===== config.mk =====
export PLATFORM = sky130hd
export DESIGN_NAME = present_enc_iter_flat
export DESIGN_NICKNAME = d
export VERILOG_FILES = /design/src/rtl/present_enc_iter_if.sv /design/src/rtl/present_enc_iter.sv /design/src/flat_wrapper.sv
export SDC_FILE = /design/constraint.sdc
export NUM_CORES = 1
export LEC_CHECK = 0
export CORE_AREA = 10 10 118 227
export DETAILED_ROUTE_END_ITERATION = 7
export DIE_AREA = 0 0 128 237
export GPL_TIMING_DRIVEN = 0
export PLACE_DENSITY = 0.74
export RECOVER_POWER = 50
export SYNTH_ARGS = -nofsm -noshare
export SYNTH_HDL_FRONTEND = slang
export SYNTH_SLANG_ARGS = --single-unit

===== constraint.sdc =====
create_clock -name clk -period 1.82 [get_ports clk]
set_input_delay 0.546 -clock clk [delete_from_list [all_inputs] [get_ports clk]]
set_output_delay 0.546 -clock clk [all_outputs]
set_load 0.005 [all_outputs]

===== src/rtl/present_enc_iter_if.sv =====
// Request/response handshake bundle for the iterative PRESENT encryption core.
// The master side supplies plaintext and key and consumes ciphertext; the core is the slave.
interface present_enc_iter_if #(
  parameter int KEY_WIDTH = 80
);
  logic                 req_valid;
  logic                 req_ready;
  logic [63:0]          req_data;
  logic [KEY_WIDTH-1:0] req_key;
  logic                 rsp_valid;
  logic                 rsp_ready;
  logic [63:0]          rsp_data;

  modport master (
    output req_valid,
    output req_data,
    output req_key,
    output rsp_ready,
    input  req_ready,
    input  rsp_valid,
    input  rsp_data
  );

  modport slave (
    input  req_valid,
    input  req_data,
    input  req_key,
    input  rsp_ready,
    output req_ready,
    output rsp_valid,
    output rsp_data
  );
endinterface


===== src/rtl/present_enc_iter.sv =====
// Iterative PRESENT encryption core that computes one round per clock with an on-the-fly key schedule.
// The key schedule supports 80-bit and 128-bit keys and a reduced round count for testing.
module present_enc_iter #(
  parameter int KEY_WIDTH = 80,
  parameter int ROUNDS    = 31
) (
  input  logic               clk,
  input  logic               rst_n,
  present_enc_iter_if.slave  enc_io
);

  if (!(KEY_WIDTH == 80 || KEY_WIDTH == 128)) begin : g_bad_key_width
    $error("present_enc_iter: KEY_WIDTH must be 80 or 128");
  end

  if (ROUNDS < 1 || ROUNDS > 31) begin : g_bad_rounds
    $error("present_enc_iter: ROUNDS must be in 1..31");
  end

  typedef enum logic [1:0] {
    IDLE  = 2'd0,
    ROUND = 2'd1,
    DONE  = 2'd2
  } fsm_e;

  localparam logic [4:0] LAST_RC = 5'(ROUNDS);

  fsm_e                 fsm_q, fsm_d;
  logic [63:0]          state_q, state_d;
  logic [KEY_WIDTH-1:0] key_q, key_d;
  logic [4:0]           rc_q, rc_d;

  logic [63:0]          round_key;
  logic [KEY_WIDTH-1:0] key_rot;
  logic [KEY_WIDTH-1:0] key_next;

  function automatic logic [3:0] sbox(input logic [3:0] x);
    logic [3:0] y;
    case (x)
      4'h0: y = 4'hC;
      4'h1: y = 4'h5;
      4'h2: y = 4'h6;
      4'h3: y = 4'hB;
      4'h4: y = 4'h9;
      4'h5: y = 4'h0;
      4'h6: y = 4'hA;
      4'h7: y = 4'hD;
      4'h8: y = 4'h3;
      4'h9: y = 4'hE;
      4'hA: y = 4'hF;
      4'hB: y = 4'h8;
      4'hC: y = 4'h4;
      4'hD: y = 4'h7;
      4'hE: y = 4'h1;
      default: y = 4'h2;
    endcase
    return y;
  endfunction

  function automatic logic [63:0] s_layer(input logic [63:0] x);
    logic [63:0] y;
    y = '0;
    for (int n = 0; n < 16; n++) begin
      y[4*n +: 4] = sbox(x[4*n +: 4]);
    end
    return y;
  endfunction

  // Bit i moves to 16*i mod 63; bit 63 stays in place.
  function automatic logic [63:0] p_layer(input logic [63:0] x);
    logic [63:0] y;
    y     = '0;
    y[63] = x[63];
    for (int i = 0; i < 63; i++) begin
      y[(16*i) % 63] = x[i];
    end
    return y;
  endfunction

  assign round_key = key_q[KEY_WIDTH-1 -: 64];
  assign key_rot   = {key_q[KEY_WIDTH-62:0], key_q[KEY_WIDTH-1:KEY_WIDTH-61]};

  // Key schedule step: rotate left by 61, substitute the top nibble(s), then fold in the round counter.
  if (KEY_WIDTH == 128) begin : g_key128
    always_comb begin
      key_next          = key_rot;
      key_next[127:124] = sbox(key_rot[127:124]);
      key_next[123:120] = sbox(key_rot[123:120]);
      key_next[66:62]   = key_rot[66:62] ^ rc_q;
    end
  end else begin : g_key80
    always_comb begin
      key_next        = key_rot;
      key_next[79:76] = sbox(key_rot[79:76]);
      key_next[19:15] = key_rot[19:15] ^ rc_q;
    end
  end

  always_ff @(posedge clk or negedge rst_n) begin
    if (!rst_n) begin
      fsm_q   <= IDLE;
      state_q <= '0;
      key_q   <= '0;
      rc_q    <= '0;
    end else begin
      fsm_q   <= fsm_d;
      state_q <= state_d;
      key_q   <= key_d;
      rc_q    <= rc_d;
    end
  end

  always_comb begin
    fsm_d = fsm_q;
    case (fsm_q)
      IDLE:    if (enc_io.req_valid) fsm_d = ROUND;
      ROUND:   if (rc_q == LAST_RC)  fsm_d = DONE;
      DONE:    if (enc_io.rsp_ready) fsm_d = IDLE;
      default: fsm_d = IDLE;
    endcase
  end

  // The datapath only moves on acceptance and during rounds; DONE holds the result steady under backpressure.
  always_comb begin
    state_d = state_q;
    key_d   = key_q;
    rc_d    = rc_q;
    case (fsm_q)
      IDLE: begin
        if (enc_io.req_valid) begin
          state_d = enc_io.req_data;
          key_d   = enc_io.req_key;
          rc_d    = 5'd1;
        end
      end
      ROUND: begin
        state_d = p_layer(s_layer(state_q ^ round_key));
        key_d   = key_next;
        rc_d    = rc_q + 5'd1;
      end
      default: ;
    endcase
  end

  // Outputs decode registered state only, so no input reaches an output combinationally.
  always_comb begin
    enc_io.req_ready = 1'b0;
    enc_io.rsp_valid = 1'b0;
    enc_io.rsp_data  = '0;
    case (fsm_q)
      IDLE: enc_io.req_ready = 1'b1;
      DONE: begin
        enc_io.rsp_valid = 1'b1;
        enc_io.rsp_data  = state_q ^ round_key;
      end
      default: ;
    endcase
  end

endmodule


===== src/flat_wrapper.sv =====
// flat-port wrapper written by rule: the top's interface ports become plain ports
module present_enc_iter_flat 
#(
  parameter int KEY_WIDTH = 80,
  parameter int ROUNDS    = 31
)
  (clk, rst_n, enc_io_req_valid, enc_io_req_data, enc_io_req_key, enc_io_rsp_ready, enc_io_req_ready, enc_io_rsp_valid, enc_io_rsp_data);
  present_enc_iter_if #(.KEY_WIDTH(KEY_WIDTH)) enc_io_i ();
  input  logic clk;
  input  logic rst_n;
  input wire logic [$bits(enc_io_i.req_valid)-1:0] enc_io_req_valid;
  input wire logic [$bits(enc_io_i.req_data)-1:0] enc_io_req_data;
  input wire logic [$bits(enc_io_i.req_key)-1:0] enc_io_req_key;
  input wire logic [$bits(enc_io_i.rsp_ready)-1:0] enc_io_rsp_ready;
  output wire logic [$bits(enc_io_i.req_ready)-1:0] enc_io_req_ready;
  output wire logic [$bits(enc_io_i.rsp_valid)-1:0] enc_io_rsp_valid;
  output wire logic [$bits(enc_io_i.rsp_data)-1:0] enc_io_rsp_data;
  assign enc_io_i.req_valid = enc_io_req_valid;
  assign enc_io_i.req_data = enc_io_req_data;
  assign enc_io_i.req_key = enc_io_req_key;
  assign enc_io_i.rsp_ready = enc_io_rsp_ready;
  assign enc_io_req_ready = enc_io_i.req_ready;
  assign enc_io_rsp_valid = enc_io_i.rsp_valid;
  assign enc_io_rsp_data = enc_io_i.rsp_data;
  present_enc_iter #(.KEY_WIDTH(KEY_WIDTH), .ROUNDS(ROUNDS)) u_core (.clk(clk), .rst_n(rst_n), .enc_io(enc_io_i));
endmodule

==> impl_metrics.csv, run 1 <==
group,metric,value,unit
critical_path,worstSetupEndpointType,"primary output",
clock_network,root_buffer,"clkbuf_16",
logic_synthesis,synth.net_count,1382,
detailed_routing,detail_route.wl_per_cell,29.3,um
clock_network,clkTransAtPathRegs,0.08,ns
critical_path,setup.worst_path.class,"flip-flop to primary output",
sta,setup_viol,103,
detailed_routing,vias,11998,
clock_network,max-clock-path-buffers,2,
sta,setup_slack,-0.530,ns
global_route,grt_antenna_before_repair,0,
global_route,grt_usage,31.3,%
cells_and_area,final_cell_count_no_fill,1825,
sta,achievable-frequency,0.426,GHz
cells_and_area,final_layout_size_suffix_gt1_share,37.7,%
clock_network,tritoncts,"built",
global_route,grt_overflow_total,0,
critical_path,crit_path_max_incr_delay,0.65,ns
cells_and_area,final_non_filler_cell_area,16300,um2
global_route,grt_pass1_wl,71000,um
detailed_routing,dr_pass1_iterations,8,
logic_synthesis,postSynth.asyncResetShare,100,%
critical_path,worst_ep_arrival_time,1.80,ns
placed_design,dpl.hpwl,34600,um
power,power.leakage,6.89,nW
detailed_routing,drt_drc_violations_left,0,
detailed_routing,detail_route.iter0.violations,2025,
cells_and_area,num-fill-cells,1581,
clock_network,cts_num_sinks,151,
floorplanning,ios,214,
global_route,first_global_vias,11518,
floorplanning,num_rows,79,
sta,finClkSkew,0.0166,ns
hold_path,hold_path_class,"input pin to async pin",
critical_path,worst-path-buf-inv,1,
detailed_routing,drt.antenna.violating_nets,0,
sta,hold_violations,0,
sta,period_share,129,%
critical_path,critPathLaunchType,"flip-flop",
placed_design,pre_cts_ws,-1.10,ns
floorplanning,die_w,128,um
sta,slew_headroom,-1.46,%
logic_synthesis,syn_avg_cell_area,8.70,um2
clock_network,htree_num_levels,4,
cells_and_area,ff_latch_area,3840,um2
logic_synthesis,ys_seq_elements,151,
logic_synthesis,synth-edff-count,0,
cells_and_area,layout.core_utilization,70.3,%
logic_synthesis,post_synth_instance_area,10300,um2
logic_synthesis,synth_warnings,0,
detailed_routing,postRouteWirelength,53500,um
logic_synthesis,dominantRegCellSynth,"dfrtp_1",
critical_path,path_max_fanout,9,
clock_network,clock_insertion_delay_worst_skew,0.46,ns
sta,fin_hold_ws,0.469,ns
floorplanning,die_height,237,um
power,vdd_ir_drop_max,0.00147,V
logic_synthesis,synthCells,1179,
sta,rsz0062_at_grt,"yes",
cells_and_area,num-nets-final,1732,
job,max_cap_viol_count,1,
sta,final_max_slew_viol_count,54,
status,status,"finished, violations left",
detailed_routing,via_per_inst,6.57,
clock_network,cts_made_buffers,17,
floorplanning,core_area,23100,um2
critical_path,crit_slowest_cell,"xnor2_2",
cells_and_area,multiInputGateArea,7530,um2
floorplanning,start_util,44.4,%
floorplanning,die_area,30300,um2
placed_design,detailed_place.area,12900,um2
cells_and_area,n_antenna_cell,0,
clock_network,cts_hold_buf,0,
global_route,grt_start_max_net_pins,99,
status,violated_checks,"capacitance limit, slew limit, setup timing",
critical_path,path_delay_family,"XOR/XNOR gates",
power,power_density,2580,nW/um2
logic_synthesis,yosysSeqAreaShare,36.8,%
critical_path,worst-endpoint-required,1.27,ns
placed_design,gp_congestion,0.981,
placed_design,place_inst,1676,
sta,worst_slew_pin_slew,1.52,ns
critical_path,path_cells,"xnor2_2 > nor2_4 > buf_2",
cells_and_area,syn2layout_area_growth,58.6,%
sta,period_minus_slack,2.35,ns
logic_synthesis,ys_types,49,
placed_design,numPortBuffers,213,
[synth_stat cells, types with 16 or more instances]
library cell / instances / area share, %
o32ai_1: 16 / 1.4
a21oi_1: 84 / 4.1
inv_1: 68 / 2.5
dfrtp_1: 151 / 37
nand2_1: 119 / 4.4
clkbuf_1: 38 / 1.4
xnor2_1: 52 / 4.4
mux2i_1: 27 / 2.6
o21ai_0: 140 / 6.8
buf_2: 33 / 1.6
a31oi_1: 17 / 1.0
nor2_1: 151 / 5.5
ha_1: 55 / 6.7
a22oi_1: 88 / 6.4
mux4_2: 18 / 4.0
[what timing repair did]
action,in CTS,in global routing
pin swaps,68,84
buffers inserted,65,51
gates cloned,5,2
gates resized for setup,541,258
endpoints found under the setup margin,198,214
[routing by layer]
metal  track usage, %  wire (um)  vias to the layer above
met5                0          0                        -
met4             28.0       6070                        0
met3             6.29       5770                      350
met2             52.5      25600                     1066
met1             31.7      16100                     5699
li1                 -          -                     4883
[per-stage QoR]
| step | setup TNS [ns] | total power, mW |
|---|---|---|
| after floorplan | -0.804 | 21.1 |
| after global placement | -1054.75 | 26.2 |
| after detailed placement | -150.48 | 27.0 |
| after CTS | -25.56 | 34.3 |
| after global routing | -35.47 | 43.8 |
| final | -29.31 | 41.9 |
[path summary, 6_finish.rpt]
check	start	end	slack, ns	depth (start not counted)
worst max-delay path	u_core.key_q[43]	enc_io_rsp_data[27]	-0.53	3
worst min-delay path	rst_n	u_core.key_q[3]	0.47	1
worst max register to register	u_core.state_q[52]	u_core.state_q[29]	-0.16	8
worst min register to register	u_core.key_q[2]	u_core.key_q[2]	0.50	2
max in group asynchronous	rst_n	u_core.state_q[1]	0.10	2
min in group clk	u_core.key_q[2]	u_core.key_q[2]	0.50	2
[flip-flops by register name, summed over array words and instances (netlist names)]
name / flops
u_core.state_q: 64
u_core.rc_q: 5
u_core.fsm_q: 2
u_core.key_q: 80
[cells by family after synthesis]
logic type | count (synthesis) | synth area share, %
buffers and inverters | 150 | 6.22
DFF | 151 | 36.8
AOI/OAI and AO/OA | 378 | 22.1
xor gates and xnor gates | 75 | 7.28
and+or+nand+nor | 320 | 13.1
muxes | 50 | 7.72
adders and majority gates | 55 | 6.71
[where the power goes]
part           total (mW)  switching [mW]  internal, mW
registers            8.55            3.21          5.34
logic                29.9            15.8          14.1
clock network        3.49            1.68          1.81
[final cells by class]
class / instances / area share, %
Clock buffer: 18 / 2.70
Timing Repair Buffer: 334 / 18.7
Tap cell: 283 / 2.18
Clock inverter: 14 / 0.700
Buffer: 78 / 4.02
Sequential cell: 151 / 23.6
Multi-Input combinational cell: 879 / 46.3
Inverter: 68 / 1.81
[cells in the final DEF, fill, tap and decap left out, types with 49 or more instances in the layout]
cell	count
clkdlybuf4s50_1	145
nand2_1	117
buf_4	99
buf_2	64
buf_6	49
a22oi_1	86
a21oi_1	64
dfrtp_1	105
o21ai_0	126
nor2_1	98
Power figures use the tool's default switching activity.
==> run 2, diff against run 1 <==
--- a/config.mk
+++ b/config.mk
@@ -5,11 +5,13 @@
 export SDC_FILE = /design/constraint.sdc
 export NUM_CORES = 1
 export LEC_CHECK = 0
-export CORE_AREA = 10 10 118 227
+export CELL_PAD_IN_SITES_DETAIL_PLACEMENT = 1
+export CELL_PAD_IN_SITES_GLOBAL_PLACEMENT = 2
+export CORE_AREA = 10 10 147 284
 export DETAILED_ROUTE_END_ITERATION = 7
-export DIE_AREA = 0 0 128 237
+export DIE_AREA = 0 0 157 294
 export GPL_TIMING_DRIVEN = 0
-export PLACE_DENSITY = 0.74
+export PLACE_DENSITY_LB_ADDON = 0.1
 export RECOVER_POWER = 50
 export SYNTH_ARGS = -nofsm -noshare
 export SYNTH_HDL_FRONTEND = slang
==> constraint.sdc (replaced) <==
create_clock -name clk -period 2 [get_ports clk]
set_input_delay 0.6 -clock clk [delete_from_list [all_inputs] [get_ports clk]]
set_output_delay 0.6 -clock clk [all_outputs]
set_load 0.005 [all_outputs]
==> run 2 against run 1 <==
  * The flow still finishes with violations (capacitance limit, slew limit, setup timing)
  * Sequential cell count did not move
  * Design area fell by 0.30%
  * Routed wire length rose by 7.0%
  * Via count fell by 10%
  * Clock skew barely moved
  * Total power fell by 15%
  * Clock power fell by 4%
  * Critical path type unchanged
  * Largest cell class unchanged
==> impl_metrics.csv, run 2 (synthesis results as in run 1) <==
group,metric,value,unit
sta,rsz0062_at_grt,"yes",
floorplanning,die_w,157,um
power,power_density,2200,nW/um2
placed_design,gp_congestion,0.881,
cells_and_area,final_non_filler_cell_area,16200,um2
sta,setup_viol,68,
floorplanning,core_area,37200,um2
floorplanning,start_util,27.6,%
power,vdd_ir_drop_max,0.000776,V
detailed_routing,detail_route.wl_per_cell,28.9,um
critical_path,worst_ep_arrival_time,1.85,ns
sta,slew_headroom,-14.7,%
detailed_routing,via_per_inst,5.44,
floorplanning,die_area,46200,um2
detailed_routing,drt_drc_violations_left,0,
clock_network,clock_insertion_delay_worst_skew,0.47,ns
cells_and_area,layout_common_cells,"clkdlybuf4s50_1 (145), o21ai_0 (137), nand2_1 (117), dfrtp_1 (117)",
sta,setup_slack,-0.446,ns
clock_network,max-clock-path-buffers,2,
placed_design,detailed_place.area,13000,um2
clock_network,clkTransAtPathRegs,0.08,ns
critical_path,path_max_fanout,5,
cells_and_area,num-nets-final,1710,
cells_and_area,final_cell_count_no_fill,1979,
detailed_routing,drt.antenna.violating_nets,0,
sta,period_share,122,%
clock_network,tritoncts,"built",
sta,fin_hold_ws,0.488,ns
sta,hold_violations,0,
floorplanning,die_height,294,um
sta,worst_slew_pin_slew,1.72,ns
critical_path,setup.worst_path.class,"flip-flop to primary output",
sta,fin_tns_setup,-21.79,ns
power,post-layout-total-power,35.6,mW
clock_network,cts_num_sinks,151,
global_route,grt_overflow_total,0,
cells_and_area,largest_register_by_flop_count,"u_core.key_q",
cells_and_area,final_layout_size_suffix_gt1_share,32.4,%
job,max_cap_viol_count,1,
cells_and_area,syn2layout_area_growth,58.1,%
detailed_routing,vias,10758,
placed_design,place_inst,1852,
placed_design,numPortBuffers,213,
status,violated_checks,"capacitance limit, slew limit, setup timing",
cells_and_area,leading_cell_type_in_the_layout_fill_and_taps_excluded,"clkdlybuf4s50_1",
sta,period_minus_slack,2.45,ns
detailed_routing,postRouteWirelength,57200,um
clock_network,root_buffer,"clkbuf_16",
floorplanning,ios,214,
cells_and_area,largest_reg_flops,80,
global_route,grt_usage,24.3,%
global_route,first_global_vias,11459,
power,power.leakage,6.85,nW
critical_path,critPathLaunchType,"flip-flop",
hold_path,hold_path_class,"flip-flop to flip-flop",
status,status,"finished, violations left",
clock_network,cts_hold_buf,0,
critical_path,worst-endpoint-required,1.40,ns
cells_and_area,largestRegisters,"u_core.key_q x80, u_core.state_q x64, u_core.rc_q x5",
global_route,grt_start_max_net_pins,87,
placed_design,dpl.hpwl,43300,um
floorplanning,num_rows,100,
sta,finClkSkew,0.0162,ns
sta,achievable-frequency,0.409,GHz
detailed_routing,detail_route.iter0.violations,552,
global_route,grt_antenna_before_repair,0,
clock_network,htree_num_levels,4,
clock_network,cts_made_buffers,17,
global_route,grt_pass1_wl,80100,um
cells_and_area,n_antenna_cell,0,
sta,final_max_slew_viol_count,66,
detailed_routing,dr_pass1_iterations,5,
critical_path,worstSetupEndpointType,"primary output",
critical_path,timing.reg2reg.setup_slack,-0.06,ns
-- run 2: changes by cell type in the layout (fill, tap and decap cells not counted), sizes merged --
cell	previous run	this run
buf	223	198
inv	75	78
clkinvlp	3	1
clkinv	4	2
clkbuf	61	65
-- run 2: metal layers --
metal	share of wire [%]	vias up	track usage [%]
li1	-	4823	-
met1	36	5470	25.1
met2	54	358	44.5
met3	4.1	107	3.78
met4	6.4	0	15.1
met5	0	-	0
-- run 2: path summary, 6_finish.rpt --
check                      depth (start not counted)               start                  end
setup / recovery                                   8     u_core.fsm_q[1]  enc_io_rsp_data[49]
hold / removal                                     2    u_core.key_q[10]     u_core.key_q[10]
setup reg to reg                                   8  u_core.state_q[52]   u_core.state_q[61]
hold reg to reg                                    2    u_core.key_q[10]     u_core.key_q[10]
max in group asynchronous                          2               rst_n   u_core.state_q[56]
min in group asynchronous                          1               rst_n      u_core.key_q[3]
-- run 2: worst max-delay path, cell delays in order, from the launching register on --
cell and delay [ns]:
dfrtp_1 0.39, buf_6 0.13, buf_12 0.13, nand2b_4 0.10, buf_12 0.11, clkinvlp_4 0.07, buf_8 0.15, and2_4 0.18
buf_6 0.11
-- run 2: metrics by stage --
stage | setup slack (ns) | util (%)
final | -0.446 | 43.7
after global routing | -0.477 | 43.7
after CTS | -0.445 | 40.6
after detailed placement | -1.27 | 35.0
after global placement | -6.74 | 34.9
after floorplan | 0.0587 | -
-- run 2: final cells by class --
| class | instances | area (um2) |
|---|---|---|
| fill | 4132 | 20900 |
| timing repair buffer | 311 | 3040 |
| sequential | 151 | 3820 |
| buffer | 79 | 607 |
| tap | 459 | 574 |
| inverter | 68 | 264 |
| clock buffer | 19 | 443 |
| multi-input combinational | 879 | 7350 |
| clock inverter | 13 | 126 |
-- run 2: where the power goes --
group          switching, mW  leakage (nW)  internal, mW
clock                   1.67         0.284          1.69
combinational           13.1          4.78          11.2
sequential              3.08          1.78          4.83
total                   17.9          6.85          17.8
-- run 2: what timing repair did --
action,4_1_cts,5_1_grt
gates resized for setup,537,177
setup endpoints to repair,197,182
gates cloned,7,2
pin swaps,40,49
buffers inserted,41,50
==> run 3, diff against run 2 <==
==> constraint.sdc (replaced) <==
create_clock -name clk -period 2 [get_ports clk]
set_input_delay 0.4 -clock clk [delete_from_list [all_inputs] [get_ports clk]]
set_output_delay 0.4 -clock clk [all_outputs]
set_load 0.005 [all_outputs]
==> run 3 against run 2 <==
  * The run ends with setup timing left
  * Total power down 3.4%
  * Routed wire length down 1.2%
  * Design area fell by 2.5%
  * Hold slack improved by 0.0011 ns
  * Worst setup slack better by 0.16 ns
  * Clock skew grew 0.0011 ns
  * First-iteration DRC count decreased by 9.4%
  * Clock power about the same
  * Sequential share of layout area rose by 0.56 points
  * Count of clock-buffer cells in the layout unchanged
==> impl_metrics.csv, run 3 (synthesis results as in run 1) <==
group,metric,value,unit
power,intPower,17.1,mW
sta,final_max_slew_viol_count,0,
global_route,first_global_vias,11505,
sta,finClkSkew,0.0172,ns
clock_network,cts_num_sinks,151,
placed_design,place_inst,1852,
clock_network,clock_insertion_delay_worst_skew,0.47,ns
cells_and_area,leading_cell_type_in_the_layout_fill_and_taps_excluded,"clkdlybuf4s50_1",
global_route,grt_antenna_before_repair,0,
status,violated_checks,"setup timing",
clock_network,max-clock-path-buffers,2,
cells_and_area,largest_register_by_flop_count,"u_core.key_q",
hold_path,hold_path_class,"flip-flop to flip-flop",
sta,hold_violations,0,
detailed_routing,drt_drc_violations_left,0,
critical_path,path_cells,"buf_6 > buf_12 > nand2b_4 > buf_12 > clkinvlp_4 > buf_8 > and2_4 > buf_6",
detailed_routing,detail_route.wl_per_cell,28.7,um
clock_network,cts_made_buffers,17,
cells_and_area,num-fill-cells,4162,
critical_path,worst_ep_arrival_time,1.88,ns
placed_design,gp_congestion,0.881,
clock_network,htree_num_levels,4,
clock_network,tritoncts,"built",
floorplanning,core_area,37200,um2
job,max_cap_viol_count,0,
critical_path,path_max_fanout,5,
floorplanning,ios,214,
power,power.leakage,6.74,nW
sta,period_share,114,%
clock_network,clkTransAtPathRegs,0.07,ns
critical_path,worstSetupEndpointType,"primary output",
sta,setup_viol,65,
critical_path,setup.worst_path.class,"flip-flop to primary output",
power,power_switching,17.4,mW
sta,worst_slew_pin_slew,1.06,ns
power,switching_share_of_total_power,50.4,%
critical_path,critPathLaunchType,"flip-flop",
power,share_clk_of_total_power,9.7,%
power,vdd_ir_drop_max,0.000747,V
cells_and_area,final_layout_size_suffix_gt1_share,29.2,%
power,power_density,2180,nW/um2
detailed_routing,via_per_inst,5.40,
sta,achievable-frequency,0.438,GHz
status,status,"finished, violations left",
placed_design,numPortBuffers,213,
cells_and_area,layout_common_cells,"clkdlybuf4s50_1 (146), o21ai_0 (138), dfrtp_1 (123)",
placed_design,pre_cts_ws,-1.07,ns
floorplanning,start_util,27.6,%
floorplanning,die_w,157,um
global_route,grt_start_max_net_pins,87,
critical_path,crit_path_max_incr_delay,0.39,ns
global_route,grt_pass1_wl,80100,um
detailed_routing,drt.antenna.violating_nets,0,
detailed_routing,detail_route.iter0.violations,500,
power,seqPwrFrac,22.9,%
cells_and_area,n_antenna_cell,0,
clock_network,root_buffer,"clkbuf_16",
sta,rsz0062_at_grt,"yes",
sta,setup_slack,-0.283,ns
sta,period_minus_slack,2.28,ns
placed_design,dpl.hpwl,43300,um
cells_and_area,num-nets-final,1701,
floorplanning,die_area,46200,um2
detailed_routing,postRouteWirelength,56600,um
global_route,grt_usage,24.3,%
critical_path,worst-path-buf-inv,6,
cells_and_area,largest_reg_flops,80,
sta,slew_headroom,29.6,%
cells_and_area,syn2layout_area_growth,54.2,%
critical_path,path_delay_family,"buffers and inverters",
power,p_comb_share,67.4,%
floorplanning,die_height,294,um
sta,fin_tns_setup,-8.81,ns
critical_path,worst-endpoint-required,1.60,ns
critical_path,timing.reg2reg.setup_slack,0.05,ns
critical_path,crit_slowest_cell,"dfrtp_1",
cells_and_area,largestRegisters,"u_core.key_q x80, u_core.state_q x64, u_core.rc_q x5",
detailed_routing,vias,10631,
cells_and_area,final_cell_count_no_fill,1970,
floorplanning,num_rows,100,
detailed_routing,dr_pass1_iterations,5,
global_route,grt_overflow_total,0,
## run 3: cell types whose count changed in the layout (fill, tap and decap cells not counted), sizes merged
cell,delta
dlymetal6s2s,-1
dlygate4sd3,+1
clkdlybuf4s50,+1
clkbuf,+4
buf,-14
## run 3: power by group through the flow
stage                     combinational, mW  sequential, mW  clock (mW)
after floorplan                        13.1            5.88           0
after global placement                 18.3            7.08           0
after detailed placement               18.7            7.12           0
after CTS                              21.2            7.66        3.39
after global routing                   25.5            7.95        3.50
final                                  23.2            7.89        3.34
## run 3: layout make-up
class	instances	area [um2]	area share (%)
Multi-Input combinational cell	879	7160	45.2
Sequential cell	151	3810	24.1
Timing Repair Buffer	301	2870	18.1
Buffer	80	576	3.64
Tap cell	459	574	3.63
Clock buffer	19	443	2.80
Inverter	68	259	1.64
Clock inverter	13	126	0.799
## run 3: final timing paths
path / endpoint / start / cells after the start
worst min register to register: u_core.key_q[10] / u_core.key_q[10] / 2
min in group asynchronous: u_core.key_q[3] / rst_n / 2
worst min-delay path: u_core.key_q[10] / u_core.key_q[10] / 2
max in group asynchronous: u_core.state_q[53] / rst_n / 3
worst max register to register: u_core.state_q[42] / u_core.key_q[56] / 6
worst max-delay path: enc_io_rsp_data[49] / u_core.fsm_q[1] / 8
## run 3: what timing repair did
| item | CTS | global route |
|---|---|---|
| buffers inserted | 40 | 43 |
| endpoints found under the hold margin | 65 | 0 |
| gates cloned | 7 | 0 |
| pin swaps | 38 | 36 |
| resized for setup | 510 | 133 |
| endpoints found under the setup margin | 156 | 175 |
| hold buffers | 1 | 0 |
## run 3: metrics by stage
stage	hold WS, ns	cell area, um2	util (%)	total power, mW
6_report	0.489	15800	42.6	34.5
5_1_grt	0.530	15800	42.6	36.9
4_1_cts	0.492	15000	40.3	32.2
3_5_place_dp	0.406	13000	35.0	25.9
3_3_place_gp	0.475	13000	34.9	25.4
2_1_floorplan	0.104	10300	-	19.0
## run 3: worst min-delay path: stages, from the launching register on
cell	delay [ns]
dfrtp_1	0.35
nand2_1	0.05
o21ai_0	0.06
## run 3: routing by layer
metal,vias up,GRT usage (%),part of all wire [%]
li1,4798,-,-
met5,-,0,0
met3,109,4.11,4.2
met4,0,15.3,6.6
met2,327,44.1,53
met1,5397,25.0,36
